[config.mk]
export PLATFORM = sky130hd
export DESIGN_NAME = rom_arbiter_flat
export DESIGN_NICKNAME = d
export VERILOG_FILES = /design/src/rtl/rom_arbiter_pkg.sv /design/src/rtl/rom_arbiter_if.sv /design/src/rtl/rom_arbiter_rr_arb2.sv /design/src/rtl/rom_arbiter.sv /design/src/flat_wrapper.sv
export SDC_FILE = /design/constraint.sdc
export NUM_CORES = 1
export LEC_CHECK = 0
export ABC_CLOCK_PERIOD_IN_PS = 4400
export CAP_MARGIN = 10
export CORE_ASPECT_RATIO = 1.25
export CORE_MARGIN = 10
export CORE_UTILIZATION = 44
export DETAILED_ROUTE_END_ITERATION = 8
export GPL_ROUTABILITY_DRIVEN = 0
export GPL_TIMING_DRIVEN = 0
export PLACE_DENSITY = 0.85
export RECOVER_POWER = 50
export SETUP_SLACK_MARGIN = 0.05
export SLEW_MARGIN = 20
export SYNTH_ARGS = -nofsm -noshare
export SYNTH_HDL_FRONTEND = slang
export SYNTH_SLANG_ARGS = --single-unit
[constraint.sdc]
create_clock -name clk -period 4.4 [get_ports clk]
set_input_delay 0.66 -clock clk [delete_from_list [all_inputs] [get_ports clk]]
set_output_delay 0.66 -clock clk [all_outputs]
set_load 0.005 [all_outputs]
[src/rtl/rom_arbiter_pkg.sv]
// Shared types and default widths for the two-requester ImgROM burst arbiter.
package rom_arbiter_pkg;

  localparam int DEF_ADDR_W = 14;
  localparam int DEF_DATA_W = 8;
  localparam int LEN_W      = 4;

  typedef enum logic {
    IDLE  = 1'b0,
    ISSUE = 1'b1
  } state_t;

endpackage

[src/rtl/rom_arbiter_if.sv]
// Bundle of requester, ROM and read-return signals around the ROM arbiter.
// The slave side is the arbiter; the master side is the requesters plus ROM.
interface rom_arbiter_if
  import rom_arbiter_pkg::*;
#(
  parameter int ADDR_W = DEF_ADDR_W,
  parameter int DATA_W = DEF_DATA_W
);

  logic              req0;
  logic              req1;
  logic [ADDR_W-1:0] addr0;
  logic [ADDR_W-1:0] addr1;
  logic [LEN_W-1:0]  len0;
  logic [LEN_W-1:0]  len1;
  logic              gnt0;
  logic              gnt1;
  logic              rom_cen;
  logic [ADDR_W-1:0] rom_a;
  logic [DATA_W-1:0] rom_q;
  logic              rd_valid;
  logic              rd_id;
  logic              rd_last;
  logic [DATA_W-1:0] rd_data;
  logic              busy;

  modport slave (
    input  req0, req1, addr0, addr1, len0, len1, rom_q,
    output gnt0, gnt1, rom_cen, rom_a, rd_valid, rd_id, rd_last, rd_data, busy
  );

  modport master (
    output req0, req1, addr0, addr1, len0, len1, rom_q,
    input  gnt0, gnt1, rom_cen, rom_a, rd_valid, rd_id, rd_last, rd_data, busy
  );

endinterface

[src/rtl/rom_arbiter_rr_arb2.sv]
// Two-way round-robin picker: one-hot grant from two requests, with a
// preference pointer that moves to the losing side after each grant.
module rr_arb2 (
  input  logic       clk,
  input  logic       rst_n,
  input  logic [1:0] req,
  input  logic       advance,
  output logic [1:0] gnt
);

  logic ptr;

  // Pick the preferred requester on a tie, otherwise whoever is asking.
  always_comb begin
    gnt = req;
    if (req == 2'b11) begin
      gnt = ptr ? 2'b10 : 2'b01;
    end
  end

  // After a grant, prefer the requester that did not just win.
  always_ff @(posedge clk or negedge rst_n) begin
    if (!rst_n) begin
      ptr <= 1'b0;
    end else if (advance) begin
      ptr <= gnt[0];
    end
  end

endmodule

[src/rtl/rom_arbiter.sv]
// ImgROM burst arbiter: grants one of two requesters, issues LEN+1
// consecutive ROM reads with a wrapping address, and tags the returned words.
module rom_arbiter
  import rom_arbiter_pkg::*;
#(
  parameter int ADDR_W = DEF_ADDR_W,
  parameter int DATA_W = DEF_DATA_W
) (
  input  logic          clk,
  input  logic          rst_n,
  rom_arbiter_if.slave  bus
);

  state_t            state;
  state_t            state_next;
  logic [ADDR_W-1:0] addr_q;
  logic [LEN_W-1:0]  cnt_q;
  logic              owner_q;
  logic              gnt0_q;
  logic              gnt1_q;
  logic              rd_valid_q;
  logic              rd_id_q;
  logic              rd_last_q;
  logic [DATA_W-1:0] rd_word;
  logic [1:0]        pick;
  logic              grant_now;
  logic              last_issue;

  // A grant is only taken from IDLE, so a request still high on the edge
  // that ends the grant cycle is never mistaken for a new one.
  assign grant_now  = (state == IDLE) && (bus.req0 || bus.req1);
  assign last_issue = (state == ISSUE) && (cnt_q == '0);

  rr_arb2 u_rr (
    .clk     (clk),
    .rst_n   (rst_n),
    .req     ({bus.req1, bus.req0}),
    .advance (grant_now),
    .gnt     (pick)
  );

  // State register.
  always_ff @(posedge clk or negedge rst_n) begin
    if (!rst_n) begin
      state <= IDLE;
    end else begin
      state <= state_next;
    end
  end

  // Next state: enter ISSUE on a grant, leave after the final word is issued.
  always_comb begin
    state_next = state;
    case (state)
      IDLE:    if (grant_now)  state_next = ISSUE;
      ISSUE:   if (last_issue) state_next = IDLE;
      default: state_next = IDLE;
    endcase
  end

  // Burst datapath: latch the winner's address/length, then walk the address
  // while counting down; the address register holds its last value in IDLE.
  always_ff @(posedge clk or negedge rst_n) begin
    if (!rst_n) begin
      addr_q     <= '0;
      cnt_q      <= '0;
      owner_q    <= 1'b0;
      gnt0_q     <= 1'b0;
      gnt1_q     <= 1'b0;
      rd_valid_q <= 1'b0;
      rd_id_q    <= 1'b0;
      rd_last_q  <= 1'b0;
    end else begin
      gnt0_q     <= grant_now && pick[0];
      gnt1_q     <= grant_now && pick[1];
      rd_valid_q <= (state == ISSUE);
      rd_id_q    <= owner_q;
      rd_last_q  <= last_issue;
      if (grant_now) begin
        addr_q  <= pick[1] ? bus.addr1 : bus.addr0;
        cnt_q   <= pick[1] ? bus.len1 : bus.len0;
        owner_q <= pick[1];
      end else if ((state == ISSUE) && (cnt_q != '0)) begin
        addr_q <= addr_q + ADDR_W'(1);
        cnt_q  <= cnt_q - LEN_W'(1);
      end
    end
  end

  assign rd_word      = bus.rom_q;
  assign bus.rd_data  = rd_word;
  assign bus.gnt0     = gnt0_q;
  assign bus.gnt1     = gnt1_q;
  assign bus.rom_cen  = (state != ISSUE);
  assign bus.rom_a    = addr_q;
  assign bus.rd_valid = rd_valid_q;
  assign bus.rd_id    = rd_id_q;
  assign bus.rd_last  = rd_last_q;
  assign bus.busy     = (state == ISSUE);

endmodule

[src/flat_wrapper.sv]
// flat-port wrapper written by rule: the top's interface ports become plain ports
module rom_arbiter_flat import rom_arbiter_pkg::*;
#(
  parameter int ADDR_W = DEF_ADDR_W,
  parameter int DATA_W = DEF_DATA_W
)
  (clk, rst_n, bus_req0, bus_req1, bus_addr0, bus_addr1, bus_len0, bus_len1, bus_rom_q, bus_gnt0, bus_gnt1, bus_rom_cen, bus_rom_a, bus_rd_valid, bus_rd_id, bus_rd_last, bus_rd_data, bus_busy);
  rom_arbiter_if #(.ADDR_W(ADDR_W), .DATA_W(DATA_W)) bus_i ();
  input  logic clk;
  input  logic rst_n;
  input wire logic [$bits(bus_i.req0)-1:0] bus_req0;
  input wire logic [$bits(bus_i.req1)-1:0] bus_req1;
  input wire logic [$bits(bus_i.addr0)-1:0] bus_addr0;
  input wire logic [$bits(bus_i.addr1)-1:0] bus_addr1;
  input wire logic [$bits(bus_i.len0)-1:0] bus_len0;
  input wire logic [$bits(bus_i.len1)-1:0] bus_len1;
  input wire logic [$bits(bus_i.rom_q)-1:0] bus_rom_q;
  output wire logic [$bits(bus_i.gnt0)-1:0] bus_gnt0;
  output wire logic [$bits(bus_i.gnt1)-1:0] bus_gnt1;
  output wire logic [$bits(bus_i.rom_cen)-1:0] bus_rom_cen;
  output wire logic [$bits(bus_i.rom_a)-1:0] bus_rom_a;
  output wire logic [$bits(bus_i.rd_valid)-1:0] bus_rd_valid;
  output wire logic [$bits(bus_i.rd_id)-1:0] bus_rd_id;
  output wire logic [$bits(bus_i.rd_last)-1:0] bus_rd_last;
  output wire logic [$bits(bus_i.rd_data)-1:0] bus_rd_data;
  output wire logic [$bits(bus_i.busy)-1:0] bus_busy;
  assign bus_i.req0 = bus_req0;
  assign bus_i.req1 = bus_req1;
  assign bus_i.addr0 = bus_addr0;
  assign bus_i.addr1 = bus_addr1;
  assign bus_i.len0 = bus_len0;
  assign bus_i.len1 = bus_len1;
  assign bus_i.rom_q = bus_rom_q;
  assign bus_gnt0 = bus_i.gnt0;
  assign bus_gnt1 = bus_i.gnt1;
  assign bus_rom_cen = bus_i.rom_cen;
  assign bus_rom_a = bus_i.rom_a;
  assign bus_rd_valid = bus_i.rd_valid;
  assign bus_rd_id = bus_i.rd_id;
  assign bus_rd_last = bus_i.rd_last;
  assign bus_rd_data = bus_i.rd_data;
  assign bus_busy = bus_i.busy;
  rom_arbiter #(.ADDR_W(ADDR_W), .DATA_W(DATA_W)) u_core (.clk(clk), .rst_n(rst_n), .bus(bus_i));
endmodule
# Word level (Yosys, flattened, before mapping)
# Index checks and enable logic that the tools add are counted.
# totals
register_bits,26
in_bits,48
output_inout_bits,29
# op_classes
addsub,2
eq_ne,1
n_mux,11
bitwise,1
reduce_logical,9
# op_table
cell,n
$mux W14,3
$add A14 B1 Y14 const B,1
$mux W4,3
$logic_and A1 B1 Y1,5
$logic_not A4 Y1,1
$mux W2,2
$reduce_bool A4 Y1,1
$sub A4 B1 Y4 const B,1
$eq A2 B2 Y1 const B,1
$mux W1,2
$pmux W1 S2,1
$reduce_bool A2 Y1,1
$logic_or A1 B1 Y1,1
$not A1 Y1,1

# Depth between registers and ports, before layout
# depth
ltp_word,4
ltp_mapped,9

# Hierarchy
# A second synthesis with hierarchy kept.
# hier_totals
hier_cells,185
area_unflattened_um2,1726.7
# modules_own_cells
mod,n_inst,cells_each,area_per_inst_um2
rom_arbiter,1,180,1664.1
rr_arb2,1,5,62.6

# Least setup slack after synthesis
# No wires, ideal clock.
# synth_path
kind,input -> register
start,in bus_req1
end,reg u_core.addr_q[11] (netlist: u_core.bus.rom_a[11])
setup_time_ns,0.124
arrival_ns,1.740
required_ns,4.276
slack_ns,2.536
cell_stages,5
cell_sequence,buf_2 -> o21bai_1 -> clkbuf_1 -> a21oi_1 -> a211o_1
# synth_via
elab_chain_len,4
word_cells_on_any_way,7
# synth_lines
element,line_no,text
"start, declared",flat_wrapper.sv:12,input wire logic [$bits(bus_i.req1)-1:0] bus_req1;
$eq A2 B2 Y1,rom_arbiter_rr_arb2.sv:16,if (req == 2'b11) begin
$mux W2,rom_arbiter_rr_arb2.sv:16,
$mux W14,rom_arbiter.sv:80,addr_q <= pick[1] ? bus.addr1 : bus.addr0;
$mux W14,rom_arbiter.sv:79,if (grant_now) begin
"end signal, assigned",rom_arbiter.sv:80,
"end signal, assigned",rom_arbiter.sv:84,addr_q <= addr_q + ADDR_W'(1);
"end, declared",rom_arbiter.sv:16,logic [ADDR_W-1:0] addr_q;
# Several ways; a longest one is shown, not always the timed one.
# A chain may end at the register's enable or synchronous reset.

# Final worst setup path
# layout_path
start,in bus_req1
end,reg u_core.addr_q[4] (netlist: u_core.bus.rom_a[4])
# The elaborated chain is that of the path after synthesis.

==> flow_summary.yaml <==
run:
  cap_viol_max_count: 0
clock_network:
  clock_sinks: 26
  cts_tree: "built"
  cts-root-buf: "clkbuf_8"
  hold_buffers: 0
  clock_latency_ns: 0.28
  path_clk_slew_ns: 0.09
  post_cts_resized: 0
  cts_setup_buffers: 0
  htreeDepth: 1
  cts_buffers: 3
  cts_max_path_buffers: 2
finish:
  fill_cells: 308
  postLayoutCellArea_sq_um: 2420
  fin_nets: 311
  final_core_util: 0.683
  drive_above_1_share: 0.0659
  antennaDiodeCount: 0
  area_delta_synth_final_pct: 46.2
power_and_ir_drop:
  p_seq_frac: 0.368
  vdd_drop_max_mv: 0.275
  power_frac_clock: 0.108
  p_int_mw: 0.775
  swShare: 0.407
  switchingPower_mw: 0.533
  p_leak_nw: 1.00
  p_total_mw: 1.31
  p_comb_frac: 0.524
  p_per_area_nw_per_um2: 541
placement:
  port_buffers: 68
  dpl_cell_area_sq_um: 2380
  place_hpwl_microns: 4410
timing:
  finalSetupViolCount: 0
  fin_worst_skew_ns: 0.00348
  max_freq_mhz: 401
  slew_headroom: 0.0150
  hold_viol_final: 0
  worstMarginPinSlew_ns: 1.48
  period_share: 0.566
  post-route-min-period_ns: 2.49
  slew_viol_final: 0
  setup_tns_ns: 0
  rsz0062_at_grt: "no"
yosys:
  syn_area_per_cell_sq_um: 8.85
  yosysMostFrequentCell: "dfrtp_1"
  postSynthCellCount: 187
  ys_warn_count: 0
  yosysUniqueCellTypes: 49
  synthesis.area_sq_um: 1650
  synth_area_leaders: "dfrtp_1 (39%), nand3_1 (4.2%), o21ai_0 (4.2%), buf_4 (4.1%), a21oi_1 (3.0%)"
  synth.cells.most_frequent: "dfrtp_1 (26), nand3_1 (14), o21ai_0 (14), nand2_1 (11), a21oi_1 (10)"
  async_reset_ff_frac: 1.00
  yosysSeqAreaShare: 0.393
  synth-seq-cells: 26
  synth_top_area_share: 0.393
  synth_enable_flop_cells: 0
  synth.largest_area_cell: "dfrtp_1"
  synth_top_flop_cell: "dfrtp_1"
  syn_nets: 238
global_route:
  grt_pass1_wl_microns: 9320
  antenna_found_initial: 0
  grt_pass1_vias: 1860
  overflow: 0
  grt_max_degree: 27
  grtUsageTotal: 0.180
worst_setup_path:
  crit_chain: "clkdlybuf4s50_1 -> buf_2 -> o21bai_1 -> clkbuf_1 -> a211oi_1 -> a311oi_1"
  path_max_fanout: 10
  ff2ff_path_depth: 6
  r2r-end: "u_core.bus.rom_a[13]"
  r2r_start: "u_core.cnt_q[0]"
  rrSetupSlack_ns: 2.39
  critPathLaunchType: "primary input"
  cp_slowest_stage_delay_ns: 0.53
  required_ns: 4.57
  end_kind: "flip-flop"
  arrival_ns: 2.66
  slowest_stage: "o21bai_1"
  critical_path_class: "primary input to flip-flop"
floorplanning:
  fp.dieH_microns: 88.6
  die_area_sq_um: 6630
  rows: 24
  initial_core_util: 0.467
  coreArea_sq_um: 3540
  io_pins: 77
  die_x_microns: 74.8
detailed_routing:
  vias: 1800
  drt_iter0_markers: 165
  dr.pass1.iters: 4
  drt-total-wl_microns: 5830
  wire_per_inst_microns: 19.6
  route.detailed.drc: 0
  ant_nets: 0
  via_per_inst: 6.06
min_path:
  worstHoldPathCells: 0
  hp-class: "flip-flop to flip-flop"
  min-delay-start: "u_core.owner_q"
  hold_end: "u_core.bus.rd_id"
outcome:
  status: "complete, no violations"
-- power by group through the flow --
| stage | clock network [mW] | registers (mW) | logic, mW |
|---|---|---|---|
| 3_3_place_gp | 0 | 0.475 | 0.669 |
| 3_5_place_dp | 0 | 0.481 | 0.691 |
| 4_1_cts | 0.144 | 0.476 | 0.695 |
| 2_1_floorplan | 0 | 0.458 | 0.372 |
| 5_1_grt | 0.150 | 0.498 | 0.761 |
| 6_report | 0.141 | 0.481 | 0.685 |
-- critical path, delay by kind of cell --
kind	cells	cell delay, ns
buf+inv	3	1.10
compound gates	3	0.91
-- sequential cells by signal, indices dropped and copies added (netlist names) --
name,cells
u_core.bus.rom_a,14
u_core.cnt_q,4
u_core.bus.busy,1
u_core.bus.gnt0,1
u_core.bus.gnt1,1
u_core.bus.rd_id,1
u_core.bus.rd_last,1
u_core.bus.rd_valid,1
u_core.owner_q,1
u_core.u_rr.ptr,1
-- final cells by class --
cell class	instances	area [sq um]	area share
sequential	26	651	0.269
tap	39	48.8	0.0202
timing repair buffer	68	674	0.279
buffer	18	110	0.0455
multi-input combinational	137	870	0.360
inverter	6	23.8	0.00983
clock buffer	3	41.3	0.0171
-- worst max path at each step --
stage,start,endpoint,slack [ns],cells after the start
finish,bus_req1,u_core.bus.rom_a[4],1.91,6
detailed placement,bus_req1,u_core.bus.rom_a[4],1.60,6
global placement,bus_req1,u_core.bus.rom_a[11],1.69,6
CTS,bus_req1,u_core.bus.rom_a[4],1.91,6
floorplan,bus_req1,u_core.bus.rom_a[11],2.54,5
global route,bus_req1,u_core.bus.rom_a[4],1.74,6
-- cell usage in the layout, fill, tap and decap left out, drive strengths merged, types with 3 or more instances in the layout --
cell type / n
nand2: 11
inv: 5
nand4: 4
nand2b: 4
dfrtp: 26
mux2i: 5
nor3: 4
dlygate4sd3: 11
buf: 11
a211oi: 3
nand3: 14
o21ai: 19
nor4: 3
and3: 3
nor2: 10
a311oi: 3
or2: 3
ha: 3
a31oi: 3
clkbuf: 11
a21oi: 10
a21o: 3
clkdlybuf4s50: 56
-- layer usage --
metal | track usage | vias to the layer above | part of all wire
li1 | - | 844 | -
met5 | 0 | - | 0
met1 | 0.209 | 858 | 0.37
met4 | 0.0707 | 0 | 0.011
met2 | 0.305 | 94 | 0.51
met3 | 0.0482 | 4 | 0.11
-- metrics by stage --
stage	hold WS (ns)	std cells	setup slack (ns)
finish	0.395	297	1.91
CTS	0.395	297	1.91
global route	0.407	297	1.74
floorplan	0.354	187	2.54
global placement	0.368	294	1.69
detailed placement	0.375	294	1.60
-- logic make-up (layout without fill, tap and decap cells) --
| family | Yosys count | count (layout) | share of synthesized area |
|---|---|---|---|
| simple gates | 65 | 65 | 0.213 |
| compound gates | 64 | 64 | 0.259 |
| flops | 26 | 26 | 0.393 |
| buf+inv | 24 | 95 | 0.0809 |
| mux | 5 | 5 | 0.0303 |
| fa+ha+maj | 3 | 3 | 0.0227 |
Power figures use the tool's default switching activity.
==> RTL change 1 (same flow settings) <==
Reset style: synchronous (`rst_n`), changed in 3 clocked blocks.
--- a/src/rtl/rom_arbiter_rr_arb2.sv
+++ b/src/rtl/rom_arbiter_rr_arb2.sv
@@ -20,5 +20,5 @@
 
   // After a grant, prefer the requester that did not just win.
-  always_ff @(posedge clk or negedge rst_n) begin
+  always_ff @(posedge clk) begin
     if (!rst_n) begin
       ptr <= 1'b0;
--- a/src/rtl/rom_arbiter.sv
+++ b/src/rtl/rom_arbiter.sv
@@ -41,5 +41,5 @@
 
   // State register.
-  always_ff @(posedge clk or negedge rst_n) begin
+  always_ff @(posedge clk) begin
     if (!rst_n) begin
       state <= IDLE;
@@ -61,5 +61,5 @@
   // Burst datapath: latch the winner's address/length, then walk the address
   // while counting down; the address register holds its last value in IDLE.
-  always_ff @(posedge clk or negedge rst_n) begin
+  always_ff @(posedge clk) begin
     if (!rst_n) begin
       addr_q     <= '0;
Check against the original RTL: differs if rst_n is asserted again (counterexample within 4 cycles, from zero or initial values and one cycle with rst_n low); with rst_n held inactive, the same outputs for 10 cycles.
==> RTL change 1 against the original RTL <==
Wire length is 7.5% lower; non-clock buffer count stayed put; sequential cell count stayed put; area after synthesis is 4.3% lower; design area is 1.9% lower; highest routed layer unchanged; setup slack better by 0.017 ns; die area is 3.3% lower; largest cell class unchanged.
Power is not compared: it rests on default switching activity, and its combinational part moved more than twofold at a synthesized area within 25%.
==> RTL change 1: results (changes against the original RTL) <==
** Global routing
- The via count of the first global-routing pass is 1855 (was 1860).
- The met2 routing resource usage after global routing came to 28.42% (was 30.55%).
- GR met1 Demand/Resource :: 18.99% (was 20.87%)
- The largest net degree at the start of global routing is 16 (was 27).

** Yosys
- Sequential fraction of the synthesis area :: 32.89% (was 39.33%)
- The fraction of synthesis flops using an asynchronous set or reset pin came to 0% (was 100.0%).
- Most frequent cells after synthesis :: sky130_fd_sc_hd__dfxtp_1 (26), sky130_fd_sc_hd__a211oi_1 (22), sky130_fd_sc_hd__and3_1 (15) (was sky130_fd_sc_hd__dfrtp_1 (26), sky130_fd_sc_hd__nand3_1 (14), sky130_fd_sc_hd__o21ai_0 (14))

** Placement
- The detailed placer's ending HPWL is 4.279 mm (was 4.414 mm).

** Cells and area
- The share of final-layout standard cells stronger than drive strength 1 came to 11.02% (was 6.589%).
- Post-layout net count :: 306 (was 311)
- The number of fill cells in the layout is 307 (was 308).
- The buffer share of cell area was 32.81% (was 32.44%).
- The fraction of area in multi-input gates was 39.24% (was 35.95%).

** Detailed routing
- Met3 Wirelength :: 422 um (was 643 um)
- Wire length the detailed router placed on met1 :: 2.130 mm (was 2.159 mm)
- Number of detailed-route iterations in the first pass :: 5 (was 4)
- The detailed route wirelength on metal2 was 2.696 mm (was 2.956 mm).
- The via density per instance came to 5.894 (was 6.061).
- The final wirelength is 5.388 mm (was 5.826 mm).

** Run status
- Run status :: finished clean (unchanged)

** Worst hold path
- The number of cells on the worst hold path was 1 (was 0).

** Setup path
- The highest-delay cell along the critical path is sky130_fd_sc_hd__clkdlybuf4s50_1 (was sky130_fd_sc_hd__o21bai_1).
- The critical path's largest stage delay is 0.56 ns (was 0.53 ns).
- The worst setup path endpoint was u_core.bus.rom_a[6]$_SDFFE_PN0P_ (was u_core.bus.rom_a[4]$_DFFE_PN0P_).
- The launch point of the worst reg-to-reg path is u_core.cnt_q[0]$_SDFFE_PN0P_ (was u_core.cnt_q[0]$_DFFE_PN0P_).
- The worst endpoint data arrival time is 2.62 ns (was 2.66 ns).

** STA
- Hold_ws :: 0.4876 ns (was 0.3947 ns)
- Worst-case headroom to the max-slew limit :: 63.22% (was 1.504%)
==> RTL change 1: metrics by stage <==
stage / area, um2 / power (mW) / std cells / util (%) / worst slack (ns)
6_report: 2372 / 0.7319 / 293 / 68.10 / 1.926
4_1_cts: 2374 / 0.7373 / 293 / 68.14 / 2.194
3_5_place_dp: 2302 / 0.5381 / 289 / 66.09 / 1.916
5_1_grt: 2372 / 0.7673 / 293 / 68.10 / 1.782
2_1_floorplan: 1583 / 0.4158 / 183 / - / 2.784
3_3_place_gp: 2302 / 0.5315 / 289 / 66.09 / 1.924
==> RTL change 1: cells by family after synthesis <==
group | Yosys count | share of synthesized area (%)
AOI/OAI and AO/OA | 56 | 27.35
xor gates and xnor gates | 6 | 3.320
adders and majority gates | 3 | 2.372
buffers and inverters | 25 | 8.301
DFF | 26 | 32.89
muxes | 3 | 1.897
and+or+nand+nor | 64 | 23.87
==> RTL change 2 (config.mk and constraints unchanged) <==
Without the edit above. The package constant `DEF_DATA_W` goes from 8 to 12.
--- a/src/rtl/rom_arbiter_pkg.sv
+++ b/src/rtl/rom_arbiter_pkg.sv
@@ -3,5 +3,5 @@
 
   localparam int DEF_ADDR_W = 14;
-  localparam int DEF_DATA_W = 8;
+  localparam int DEF_DATA_W = 12;
   localparam int LEN_W      = 4;
 
Ports: changed (resized bus_rd_data and bus_rom_q); port bits go from 77 to 85. No check against the original RTL was run, so the function may have changed too.
==> RTL change 2 against the original RTL <==
Setup slack worse by 0.078 ns; design area increased by 4.2%; wire length is 2.6% higher; sequential cell count unchanged; area after synthesis is 1.8% higher; clock power grew 47%; non-clock buffer count up 8; total power up 5.2%; critical endpoint is now u_core.cnt_q[3]$_DFFE_PN0P_; highest routed layer unchanged.
==> RTL change 2: results (changes against the original RTL) <==
** Run status
- Run status: finished clean (unchanged).

** Placement
- The cell area reported after detailed placement was 2450 um2 (was 2379 um2).
- Placed cells :: 303 (was 294)
- The detailed placer's ending HPWL was 4.525 mm (was 4.414 mm).
- Port Buffer Count :: 72 (was 68)
- Worst setup timing slack at the placement stage :: 1.598 ns (was 1.595 ns)

** Power and ir drop
- The static power due to leakage was 1.052 nW (was 1.004 nW).

** Detailed routing
- The final wirelength came to 5.977 mm (was 5.826 mm).
- The detailed route wirelength on metal2 came to 2.957 mm (was 2.956 mm).
- The detailed-routing wirelength on met1 was 2.223 mm (was 2.159 mm).
- The via density per instance was 6.046 (was 6.061).
- Initial drt markers :: 146 (was 165)

** Yosys
- Leading post-synthesis cells by cell area :: sky130_fd_sc_hd__dfrtp_1 (39%), sky130_fd_sc_hd__buf_4 (5.8%), sky130_fd_sc_hd__nand3_1 (4.2%), sky130_fd_sc_hd__o21ai_0 (4.2%), sky130_fd_sc_hd__a21oi_1 (3.0%) (was sky130_fd_sc_hd__dfrtp_1 (39%), sky130_fd_sc_hd__nand3_1 (4.2%), sky130_fd_sc_hd__o21ai_0 (4.2%), sky130_fd_sc_hd__buf_4 (4.1%), sky130_fd_sc_hd__a21oi_1 (3.0%))
- Sequential fraction of the synthesis area :: 38.63% (was 39.33%)
- Most frequent cells after synthesis :: sky130_fd_sc_hd__dfrtp_1 (26), sky130_fd_sc_hd__nand3_1 (14), sky130_fd_sc_hd__o21ai_0 (14) (unchanged)

** Setup path
- Data arrival, critical path :: 2.76 ns (was 2.66 ns)

** Cells and area
- The number of fill cells in the layout is 313 (was 308).
- The share of final-layout standard cells stronger than drive strength 1 was 8.240% (was 6.589%).
- Utilization after layout :: 67.13% (was 68.26%)

** STA
- Hold_ws :: 0.3870 ns (was 0.3947 ns)
- Slew at the pin closest to its max-slew limit :: 1.424 ns (was 1.477 ns)
- Min setup slack post-route :: 1.831 ns (was 1.909 ns)

** Global routing
- The met2 routing resource usage after global routing is 29.20% (was 30.55%).
- Maximum number of pins on one net before global-route repair :: 27 (unchanged)
- The met3 track demand over resource came to 5.333% (was 4.821%).
- Number of global-route vias before repair :: 1885 (was 1860)
- Wire length of the first global-routing pass :: 9.183 mm (was 9.321 mm)
- The met1 track utilization from global routing came to 20.34% (was 20.87%).

** Clock network
- Clk Latency, worst-skew pair :: 0.29 ns
-- RTL change 2: layout make-up --
class	count	area (um2)	area share (%)
buffer	22	140.1	5.561
clock buffer	3	41.29	1.639
clock inverter	1	30.03	1.192
inverter	6	23.77	0.9434
multi-input combinational	137	869.6	34.51
sequential	26	650.6	25.82
tap	40	50.05	1.986
timing repair buffer	72	714.4	28.35
-- RTL change 2: report_power, final --
part | internal, mW | leakage (nW) | total, mW | switching (mW)
logic | 0.366 | 0.707 | 0.689 | 0.323
clock network | 0.122 | 0.0357 | 0.207 | 0.0850
registers | 0.348 | 0.309 | 0.480 | 0.131
-- RTL change 2: cell families (layout without fill, tap and decap cells) --
family	count (synthesis)	count (layout)	synth area share, %
simple gates	65	65	20.95
compound gates	64	64	25.48
buf+inv	28	104	9.732
flops	26	26	38.63
mux	5	5	2.972
fa+ha+maj	3	3	2.229
-- RTL change 2: critical path, delay by kind of cell --
kind	cells	cell delay, ns
compound gates	3	0.99
buf+inv	3	1.10
